## config.mk

```make
export PLATFORM = sky130hd
export DESIGN_NAME = rr_arbiter8
export DESIGN_NICKNAME = d
export VERILOG_FILES = /design/src/rtl/arb8_pkg.sv /design/src/rtl/rr_pick8.sv /design/src/rtl/rr_arbiter8.sv
export SDC_FILE = /design/constraint.sdc
export NUM_CORES = 1
export LEC_CHECK = 0
export CORE_MARGIN = 2
export CORE_UTILIZATION = 56
export CTS_BUF_LIST = sky130_fd_sc_hd__clkbuf_4 sky130_fd_sc_hd__clkbuf_8
export DETAILED_ROUTE_END_ITERATION = 7
export HOLD_SLACK_MARGIN = 0.03
export PLACE_DENSITY_LB_ADDON = 0.05
export SETUP_SLACK_MARGIN = 0.05
export SYNTH_ARGS = -nofsm -noshare
export SYNTH_HDL_FRONTEND = slang
export SYNTH_SLANG_ARGS = --single-unit
```

## constraint.sdc

```tcl
create_clock -name clk -period 7.1 [get_ports clk]
set_input_delay 1.42 -clock clk [delete_from_list [all_inputs] [get_ports clk]]
set_output_delay 1.42 -clock clk [all_outputs]
set_load 0.03 [all_outputs]
```

## src/rtl/arb8_pkg.sv

```systemverilog
// Shared definitions for the 8-way round-robin arbiter.
package arb8_pkg;

    localparam int N_REQ = 8;
    localparam int IDX_W = 3;

    typedef enum logic {
        IDLE  = 1'b0,
        GRANT = 1'b1
    } arb_state_e;

    // Index arithmetic wraps naturally at IDX_W bits, so 7 + 1 becomes 0.
    function automatic logic [IDX_W-1:0] idx_inc(input logic [IDX_W-1:0] idx);
        return idx + 1'b1;
    endfunction

endpackage

```

## src/rtl/rr_pick8.sv

```systemverilog
// Rotating first-one search: finds the first set request bit starting at ptr.
module rr_pick8
    import arb8_pkg::*;
(
    input  logic [N_REQ-1:0] req,
    input  logic [IDX_W-1:0] ptr,
    output logic [IDX_W-1:0] idx,
    output logic             any
);

    logic [2*N_REQ-1:0] reqTwice;
    logic [N_REQ-1:0]   reqRot;
    logic [IDX_W-1:0]   offset;

    // Rotate so bit 0 is req[ptr]; the lowest set bit is then the winner's distance from ptr.
    always_comb begin
        reqTwice = {req, req};
        reqRot   = N_REQ'(reqTwice >> ptr);
        offset   = '0;
        for (int i = N_REQ - 1; i >= 0; i--) begin
            if (reqRot[i]) begin
                offset = IDX_W'(i);
            end
        end
        any = |req;
        idx = ptr + offset;
    end

endmodule

```

## src/rtl/rr_arbiter8.sv

```systemverilog
// Round-robin arbiter for 8 requesters with bounded hold time and a mandatory idle gap.
module rr_arbiter8
    import arb8_pkg::*;
#(
    parameter  int MAX_HOLD = 16,
    localparam int CNT_W    = $clog2(MAX_HOLD + 1)
) (
    input  logic             clk,
    input  logic             rst_n,
    input  logic [N_REQ-1:0] req,
    output logic [N_REQ-1:0] gnt,
    output logic [IDX_W-1:0] gnt_idx,
    output logic             gnt_valid,
    output logic             hold_expired
);

    localparam logic [CNT_W-1:0] MAX_CNT = CNT_W'(MAX_HOLD);

    arb_state_e       state_q, state_d;
    logic [IDX_W-1:0] ptr_q, ptr_d;
    logic [IDX_W-1:0] idx_q, idx_d;
    logic [CNT_W-1:0] cnt_q, cnt_d;
    logic [N_REQ-1:0] gnt_q, gnt_d;
    logic             valid_q, valid_d;
    logic             hold_q, hold_d;

    logic [IDX_W-1:0] pickIdx;
    logic             pickAny;
    logic             timeout;
    logic             release_now;

    rr_pick8 u_pick (
        .req (req),
        .ptr (ptr_q),
        .idx (pickIdx),
        .any (pickAny)
    );

    assign timeout     = (cnt_q == MAX_CNT);
    assign release_now = (state_q == GRANT) && (!req[idx_q] || timeout);

    always_ff @(posedge clk) begin
        if (!rst_n) begin
            state_q <= IDLE;
            ptr_q   <= '0;
            idx_q   <= '0;
            cnt_q   <= '0;
            gnt_q   <= '0;
            valid_q <= 1'b0;
            hold_q  <= 1'b0;
        end else begin
            state_q <= state_d;
            ptr_q   <= ptr_d;
            idx_q   <= idx_d;
            cnt_q   <= cnt_d;
            gnt_q   <= gnt_d;
            valid_q <= valid_d;
            hold_q  <= hold_d;
        end
    end

    always_comb begin
        state_d = state_q;
        unique case (state_q)
            IDLE:    if (pickAny)     state_d = GRANT;
            GRANT:   if (release_now) state_d = IDLE;
            default: state_d = IDLE;
        endcase
    end

    // Next values of the registered outputs; other requests are ignored while granted.
    always_comb begin
        ptr_d  = ptr_q;
        idx_d  = idx_q;
        cnt_d  = cnt_q;
        hold_d = 1'b0;
        unique case (state_q)
            IDLE: begin
                if (pickAny) begin
                    idx_d = pickIdx;
                    cnt_d = CNT_W'(1);
                end
            end
            GRANT: begin
                if (release_now) begin
                    ptr_d  = idx_inc(idx_q);
                    idx_d  = '0;
                    cnt_d  = '0;
                    hold_d = req[idx_q] && timeout;
                end else begin
                    cnt_d = cnt_q + 1'b1;
                end
            end
            default: begin
                idx_d = '0;
                cnt_d = '0;
            end
        endcase
        valid_d = (state_d == GRANT);
        gnt_d   = valid_d ? (N_REQ'(1) << idx_d) : '0;
    end

    assign gnt          = gnt_q;
    assign gnt_idx      = idx_q;
    assign gnt_valid    = valid_q;
    assign hold_expired = hold_q;

endmodule

```

==> results.ini <==
[worst_setup_path]
crit_fanout=12
rr_endpoint=gnt[3]$_SDFF_PP0_
end_kind=register
crit_type=in -> reg
crit_path_start_kind=primary input
crit_path_start=req[4]
r2r_start=ptr_q[1]$_SDFFE_PN0P_
crit_required_ns=7.34
r2r_setup_slack_ns=3.36
cp.arrival_ns=4.76
reg2regPathDepth=13

[cts]
clkSinkCount=21
cts_tree=yes
root_buffer=clkbuf_4
cts_buffer_depth=2
cts_buffers=3
ctsHoldBuffers=0
post-cts-setup-buffer-count=0
clk_pin_slew_worst_paths_ns=0.11
cts_resized=0
htree_levels=1
clkLatencyLatePin_ns=0.30

[final_layout]
syn_to_final_growth_pct=12.04
antenna_cells=0
regArea_um2=420.4
fillers=270
layout.cells.non_filler=262
nNetsFinal=234
multi_input_area_um2=1247
fin_area_um2=2003
drive_gt1_share_pct=12.39

[placement]
portBuffers=22
placed_area_um2=1973
routabilityCongestion=0.8449
dp_slack_ns=2.323
dp_hpwl_mm=2.917
dp_cells=258

[route]
drt_iter0_markers=94
drc=0
vias_per_cell=6.160
ant_nets=0
wl_mm=3.896
avgRoutedWirePerCell_um=14.87
num_vias=1614
drt_pass1_iterations=4

[outcome]
status=finished, final reports clean

[logic_synthesis]
syn_inst=209
syn_area_per_cell_um2=8.555
synth_cell_types=67
yosys.cell_count.top_type=dfxtp_1
async_flop_share_pct=0
synth_edf_count=0
synth-main-ff-cell=dfxtp_1
synth_mux_area_share_pct=9.307
yosys_warnings=0
yosys-top-cells-count=dfxtp_1, nand2_1, a21oi_1
synth_compound_area_share_pct=27.92
yosysTopAreaCell=dfxtp_1
synth-xor-area-share_pct=2.029
synth_area_leaders=dfxtp_1, nand2_1, mux4_2
synthAdderAreaFrac_pct=4.689
synth_area_um2=1788
synth_top_area_share_pct=23.51
synth_seq_cells=21
synth-simple-area-share_pct=25.82
synth_top_family_by_area=compound AO/OA/AOI/OAI gates
ys_seq_area_share_pct=23.51
synth_nets=224

[pwr]
combPwrFrac_pct=41.6
switching_share_pct=37.31
clockPowerShare_pct=17.1
p_seq_share_pct=41.3
switching_power_uw=130.4
vdd_drop_max_uv=139.1
powerDensity_nw_per_um2=174.4
cellLeakagePower_uw=0.0006944
intPower_uw=219.1

[timing]
fin_crit_sh_pct=63.64
slew_violations=0
period_needed_ns=4.519
worst_pin_slew_ns=0.8399
hold-worst-slack_ns=0.5519
fin_skew_ns=0.006403
rsz0062_at_grt=false
setup_tns_ns=0
setup_violations=0
setup_ws_ns=2.581
max_slew_margin_pct=43.93
hold_viol=0
max_freq_mhz=221.3

[worst_hold_path]
min_path_type=reg -> reg
hold_depth=1
min_from=cnt_q[4]$_SDFFE_PN0P_
hold_end=cnt_q[4]$_SDFFE_PN0P_

[grt]
grt_max_degree=27
antenna_found_initial=0
overflow=0
grtUsageTotal_pct=22.76
grt_pass1_wl_mm=6.506
first_global_vias=1478

[floorplan]
die_w_um=60.51
io_pins=23
dieArea_um2=3661
rows=20
die_h_um=60.51
start_util_pct=58.57
core_um2=3053

[job]
maxCapViolCount=0

-- cell usage in the layout (no fill, tap or decap), types with 5 or more instances in the layout --
master,instances
nor2_1,10
nand3_1,10
a21oi_1,12
clkdlybuf4s50_1,22
o21ai_0,10
nor2b_1,9
a211oi_1,7
and2_1,5
nand2_1,19
inv_1,8
dfxtp_1,21
-- cell type report --
cell class,count,share of cell area (%)
Tap cell,44,2.748
Inverter,8,1.499
Multi-Input combinational cell,163,62.27
Timing Repair Buffer,22,10.99
Sequential cell,21,20.99
Clock buffer,4,1.499
-- worst max-delay path by stage --
stage	end	slack [ns]	cells after the start
2_1_floorplan	gnt[3]$_SDFF_PP0_	3.15	14
3_3_place_gp	gnt[2]$_SDFF_PP0_	2.40	13
3_5_place_dp	gnt[3]$_SDFF_PP0_	2.32	13
4_1_cts	gnt[3]$_SDFF_PP0_	2.64	13
5_1_grt	gnt[3]$_SDFF_PP0_	2.41	14
6_report	gnt[3]$_SDFF_PP0_	2.58	13
-- metal layers --
metal | routed length [um] | global-route usage (%) | vias up
li1 | - | - | 792
met1 | 1869 | 32.06 | 779
met2 | 1858 | 36.96 | 41
met3 | 151 | 3.838 | 2
met4 | 17 | 4.969 | 0
met5 | 0 | 0 | -
-- metrics by stage --
stage	total power (uW)	util, %
2_1_floorplan	260.5	-
3_3_place_gp	287.9	64.63
3_5_place_dp	291.1	64.63
4_1_cts	349.4	65.61
5_1_grt	370.0	65.61
6_report	349.4	65.61
-- logic make-up after synthesis --
kind of cell,Yosys count
compound gates,63
xor+xnor,2
fa+ha+maj,6
buf+inv,25
flops,21
mux,10
simple gates,82
-- registers in the layout, indices dropped and copies added (netlist names) --
signal / cells
cnt_q: 5
hold_expired: 1
gnt_idx: 3
gnt_valid: 1
gnt: 8
ptr_q: 3
-- power by group through the flow --
stage | sequential [uW] | clock, uW | combinational (uW)
final | 144 | 59.8 | 145
after global routing | 147 | 65.2 | 158
after CTS | 144 | 60.4 | 145
after detailed placement | 147 | 0 | 144
after global placement | 147 | 0 | 141
after floorplan | 146 | 0 | 115
-- worst max-delay path, cell delays in order --
cell	delay [ns]
clkdlybuf4s50_1	0.73
mux2_2	0.28
a211oi_1	0.05
a2111oi_0	0.41
a211o_1	0.16
a32oi_1	0.06
ha_1	0.23
fa_1	0.51
o21ai_0	0.12
a221oi_1	0.36
o221a_2	0.26
nand2b_1	0.05
a21oi_1	0.11
Note: power is estimated with default switching activity, not from simulation.
